==> src/rtl/aes_pkg.sv <==
// Shared AES types, sizes and byte-index helper for the round datapath.
package aes_pkg;

   typedef logic [127:0] aes_state_t;
   typedef logic [7:0]   aes_byte_t;

   localparam int unsigned AES_NB          = 4;
   localparam int unsigned AES_STATE_BYTES = 16;

   // State is column-major: byte index of s[row][col].
   function automatic int unsigned byte_idx(input int unsigned row, input int unsigned col);
      return AES_NB * col + row;
   endfunction

endpackage

==> src/rtl/shift_rows_core.sv <==
// Combinational ShiftRows (INVERSE=0) / InvShiftRows (INVERSE=1) byte permutation.
module shift_rows_core
   import aes_pkg::*;
#(
   parameter int INVERSE = 0
) (
   input  logic [127:0] input_state,
   output logic [127:0] output_state
);

   if (INVERSE != 0 && INVERSE != 1) begin : g_bad_inverse
      $error("shift_rows_core: INVERSE must be 0 or 1");
   end

   for (genvar r = 0; r < AES_NB; r++) begin : g_row
      for (genvar c = 0; c < AES_NB; c++) begin : g_col
         // Forward rotates row r left by r; inverse rotates it right by r.
         localparam int unsigned SRC_COL = (INVERSE == 0) ? ((c + r) % AES_NB)
                                                          : ((c + AES_NB - r) % AES_NB);
         localparam int unsigned DST = byte_idx(r, c);
         localparam int unsigned SRC = byte_idx(r, SRC_COL);
         assign output_state[127 - 8*DST -: 8] = input_state[127 - 8*SRC -: 8];
      end
   end

endmodule

==> src/rtl/shift_rows.sv <==
// Registered AES ShiftRows/InvShiftRows stage, 1-cycle latency, no backpressure.
// Optional per-byte even parity output enabled by defining SHIFT_ROWS_PARITY_EN.
module shift_rows
   import aes_pkg::*;
#(
   parameter int INVERSE = 0
) (
   input  logic         clk,
   input  logic         rst,
   input  logic         in_valid,
   input  logic [127:0] input_state,
   output logic         out_valid,
`ifdef SHIFT_ROWS_PARITY_EN
   output logic [127:0] output_state,
   output logic [15:0]  out_parity
`else
   output logic [127:0] output_state
`endif
);

   logic [127:0] w_perm;
   logic         r_valid;
   logic [127:0] r_state;

   shift_rows_core #(.INVERSE(INVERSE)) u_core (
      .input_state  (input_state),
      .output_state (w_perm)
   );

   always_ff @(posedge clk or posedge rst) begin
      if (rst) begin
         r_valid <= 1'b0;
         r_state <= '0;
      end else begin
         r_valid <= in_valid;
         if (in_valid) begin
            r_state <= w_perm;
         end
      end
   end

   assign out_valid    = r_valid;
   assign output_state = r_state;

`ifdef SHIFT_ROWS_PARITY_EN
   logic [15:0] w_parity;
   logic [15:0] r_parity;

   for (genvar k = 0; k < AES_STATE_BYTES; k++) begin : g_par
      assign w_parity[k] = ^w_perm[127 - 8*k -: 8];
   end

   always_ff @(posedge clk or posedge rst) begin
      if (rst) begin
         r_parity <= '0;
      end else if (in_valid) begin
         r_parity <= w_parity;
      end
   end

   assign out_parity = r_parity;
`endif

endmodule

==> config.mk <==
export PLATFORM = sky130hd
export DESIGN_NAME = shift_rows
export DESIGN_NICKNAME = d
export VERILOG_FILES = /design/src/rtl/aes_pkg.sv /design/src/rtl/shift_rows_core.sv /design/src/rtl/shift_rows.sv
export SDC_FILE = /design/constraint.sdc
export NUM_CORES = 1
export LEC_CHECK = 0
export ABC_AREA = 1
export BUFFER_PORTS_ARGS = -buffer_cell sky130_fd_sc_hd__buf_4
export CORE_MARGIN = 8
export CORE_UTILIZATION = 41
export DETAILED_ROUTE_END_ITERATION = 8
export GPL_TIMING_DRIVEN = 0
export PLACE_DENSITY = 0.78
export REMOVE_ABC_BUFFERS = 1
export SETUP_SLACK_MARGIN = 0.02
export SYNTH_ARGS = -nofsm -noshare
export SYNTH_HDL_FRONTEND = slang
export SYNTH_HIERARCHICAL = 1
export SYNTH_SLANG_ARGS = --single-unit
==> constraint.sdc <==
create_clock -name clk -period 7 [get_ports clk]
set_input_delay 1.75 -clock clk [delete_from_list [all_inputs] [get_ports clk]]
set_output_delay 1.75 -clock clk [all_outputs]
set_load 0.005 [all_outputs]
## After elaboration in Yosys (flattened, before gate mapping)

Index checks and enable logic that the tools add are counted.

- Flip-flop bits (word level): 129
- Bits of input ports: 131

## Depth between registers and ports, before layout

- Depth after elaboration: 0
- Depth in mapped cells: 5
- Depth with buffers taken out: 3

## Modules after synthesis

Netlist, hierarchy kept.

Modules (own cells, without submodules):

| module | times used | cells an instance | area each (µm²) | seq. area each (µm²) |
|---|---|---|---|---|
| shift_rows | 1 | 543 | 4,988.5 | 3,228.1 |
| shift_rows_core | 1 | 128 | 960.9 | 0.0 |

## Worst setup path after synthesis

OpenSTA, ideal clock, no wires.

- Path kind: input to register
- From: in in_valid
- To: reg r_state[0], in the netlist output_state[0]
- Arrival: 2,123 ps
- Required time: 6,884 ps
- Setup slack: 4,760 ps
- Stages: 5
- Path buffers: 2
- Cell sequence: inv_2 > buf_6 > buf_6 > nand2_1 > nand2_1

RTL lines:

| element | RTL line | text |
|---|---|---|
| start: declaration | shift_rows.sv:10 | `input logic in_valid,` |
| end signal: assignment | shift_rows.sv:37 | `r_state <= w_perm;` |
| end: declaration | shift_rows.sv:23 | `logic [127:0] r_state;` |

==> results list <==
- Number of buffers added to fix hold violations after cts: 0
- For this design the static power due to leakage is roughly 4.2 nW.
* Combinational group share of total power: about 14%
- Register-to-register path setup slack: between 6 and 7 ns
- Die outline area: 0.0186 mm2
- Of the total power, the clock network draws 42.4%.
- The initial antenna violation count is 0.
- Measured along the x axis, the die boundary spans 136 um.
- Register area share after synthesis: 54.3%
* Top delay family on crit path: buffers and inverters
- Leaving out filler cells and counting taps, the final layout contains just under 1000.
- Data on the critical path arrives at its endpoint at 3.96 ns.
* Hold WC Path Type: reg2reg
* Number of design-rule violations left by the first detailed-router iteration: around 270
- The clock passes through at most 2 buffers.
- TritonCTS built the clock tree.
* Number of endpoints with negative hold slack in the final report: 0
- Crit-path max FO: 130
- Critical path's largest stage delay: between 0.9 and 1 ns
* CP Buf/Inv Count: 3
* # DRC: 0
* Total of max-cap violations: 0
* Peak supply drop: about 0.13 mV
* All-Layer GR Usage: around 16%
- Following the worst setup path forward leads to its endpoint at output_state[127].
* Number of placement rows: 44
- Setup violations remaining at the end of the flow were counted as 0.
- Die Y: around 140 um
* Growth of design area from synthesis to finish: 25.5%
- Among all stages on the critical path, the largest delay is contributed by buf_4.
* Post-Place Cells: 960
* Worst Setup Path Type: in2reg
- Reg2Reg Depth: 2
* Status: completed
- Portion of synthesized cell area occupied by the leading cell type: 54.3%
- Number of warnings issued by yosys: 6
- STA classifies the critical path startpoint as an input port.
- Post-synth top area cell: dfrtp_1
- Total number of cells along the worst setup path: 5
- The tree built by TritonCTS fans out to about 130 sinks.
* Origin of the worst setup path: in_valid
- After the last flow step, the layout net total stands at roughly 930.
- The tree is rooted in a clkbuf_16.
* Final-report max-slew violation count: 0
* CTS clock-pin slew for the worst setup and hold paths: 0.06 ns
* Synth Instances: roughly 670
- In this run, synthesis produced a sequential element count of 129.
- Core area: between 0.01 and 0.015 mm2
- In this run, flip-flops and latches consume ~43% of the power.
* HP Start: output_state[0]
- Summed over all failing endpoints, the final setup total negative slack is 0 ns.
- Of the cells placed in the final design, the portion with a size suffix greater than 1 is a little over a third.
- Net switching power: 0.000477 W
- Pin placement for this block handled 260 I/O pins.
- The number of clock buffers added by TritonCTS is 17.
* Highest-count cells in the layout ignoring fill and taps: nand2_1, buf_4, dfrtp_1
- 0 antenna diodes ended up in the layout.
* Reg2Reg Launch Point: output_state[109]
* Number of cells on the worst hold path: 2
- Antenna viol nets, final: 0
- Detailed routing inserted a total of ~4300 vias.
- Entering global routing, the biggest net connects about 130 pins.
- Remaining global-route overflow: 0
- Maximum level of the CTS H-tree: 4
* Chain of cells forming the critical path: buf_4, inv_4, buf_12, nand2_1, nand2_1
- Switching share of total power: roughly 24%
- For this design the ratio of total power to cell area is around 260 mW/mm2.
- After clock tree synthesis, the repair step resized 0 gates.
* Clk_skew: 0 ns
- Period Utilization, post-route: a little over half
* First-pass GRT wire length: about 23000 um
- Cell area after layout: approximately 0.0075 mm2
- The clock reaches the later pin of the worst-skew pair after roughly 0.41 ns.
* CP required: approximately 7.3 ns
- Post-DR wirelength/cell: ~15 um
- For the finished layout, the period the worst path requires is between 3 and 4 ns.
* Most frequent cell on the critical path: nand2_1
* Worst-margin pin slew: between 1 and 1.5 ns
* Timing-limited maximum frequency: 272 MHz
- Headroom to the max-slew limit came out at approximately 11%.
* I/O Buffers: 259
- Cell internal power was estimated by the tool at approximately 0.0015 W.
- Synthesis instantiated 6 different standard cells from the library.
- Type of element capturing the critical path: register
- Commonest non-fill, non-tap cell in the layout: nand2_1
- The filler cells instantiated in the layout total approximately 1400.
- After clock tree synthesis, the setup repair step added 0 buffers.
- Before antenna repair, the detailed router went through 4 iterations.
- The cell area that synthesis handed to floorplanning was a little under 0.006 mm2.
- Total routed wirelength: ~15000 um
- Starting utilization of the core area: 41.4%
- Placer's final routability congestion estimate: between 0.7 and 0.8
* Total Power: 0.00196 W
- The endpoint identified for the worst register-to-register timing path is output_state[109].
- Vias in the first global route: about 4400
- A synthesized cell averages about 8.9 um2.
- After detailed routing, the number of vias per cell comes to between 4 and 5.
- Leading cell types by total area after synthesis: dfrtp_1, nand2_1, buf_4
- After detailed placement, the total cell area comes to between 0.006 and 0.007 mm2.
- Setup repair after global routing left no endpoint under its margin.
* DP HPWL: ~10000 um
[power groups by stage]
| stage | sequential (W) | clock (W) | combinational [W] |
|---|---|---|---|
| 2_1_floorplan | 0.000864 | 0 | 0.0000758 |
| 3_3_place_gp | 0.000857 | 0 | 0.000280 |
| 3_5_place_dp | 0.000859 | 0 | 0.000286 |
| 4_1_cts | 0.000848 | 0.000852 | 0.000287 |
| 5_1_grt | 0.000857 | 0.000883 | 0.000313 |
| 6_report | 0.000848 | 0.000830 | 0.000279 |
[worst reg2reg max path, delay by kind of cell, from the launching register on]
kind             cells  cell delay, ns
DFF                  1            0.40
and+or+nand+nor      2            0.15
[logic make-up (layout without fill, tap and decap cells)]
| kind of cell | count (synthesis) | in the layout | synth area share, % |
|---|---|---|---|
| buffers and inverters | 158 | 295 | 21.5 |
| AND/OR/NAND/NOR | 384 | 384 | 24.2 |
| flip-flops | 129 | 129 | 54.3 |
[area by class of cell]
class	count	area, um2	area share [%]
Clock inverter	10	85.1	1.14
Tap cell	184	230	3.08
Timing Repair Buffer	261	1990	26.7
Sequential cell	129	3230	43.2
Clock buffer	22	474	6.35
Multi-Input combinational cell	384	1440	19.3
Inverter	2	15.0	0.201
[cell usage after synthesis (all sizes together)]
cell type and count:
buf 156, dfrtp 129, inv 2, nand2 384
[metrics by stage]
step | util (%) | hold WS (ns) | setup slack (ns)
finish | 52.0 | 0.468 | 3.32
global placement | 47.7 | 0.455 | 0.170
CTS | 52.0 | 0.473 | 3.35
floorplan | - | 0.465 | 1.81
global route | 52.0 | 0.488 | 3.08
detailed placement | 48.1 | 0.459 | 2.91
[sequential cells by signal, indices dropped and copies added (netlist names)]
name,count
output_state,128
out_valid,1
[worst min path at each step]
stage	endpoint	slack, ns
finish	output_state[0]	0.47
global placement	output_state[125]	0.45
CTS	output_state[48]	0.47
detailed placement	output_state[48]	0.46
global route	output_state[48]	0.49
floorplan	output_state[0]	0.47
[per-layer routing]
layer  global-route usage (%)  share of wire (%)  up-vias
met5                        0                  0        -
met1                     18.0                 39     1982
met2                     24.7                 49      167
met3                     6.95                 10       17
li1                         -                  -     2126
met4                     6.71                1.9        0
(Power assumes the default switching activity.)
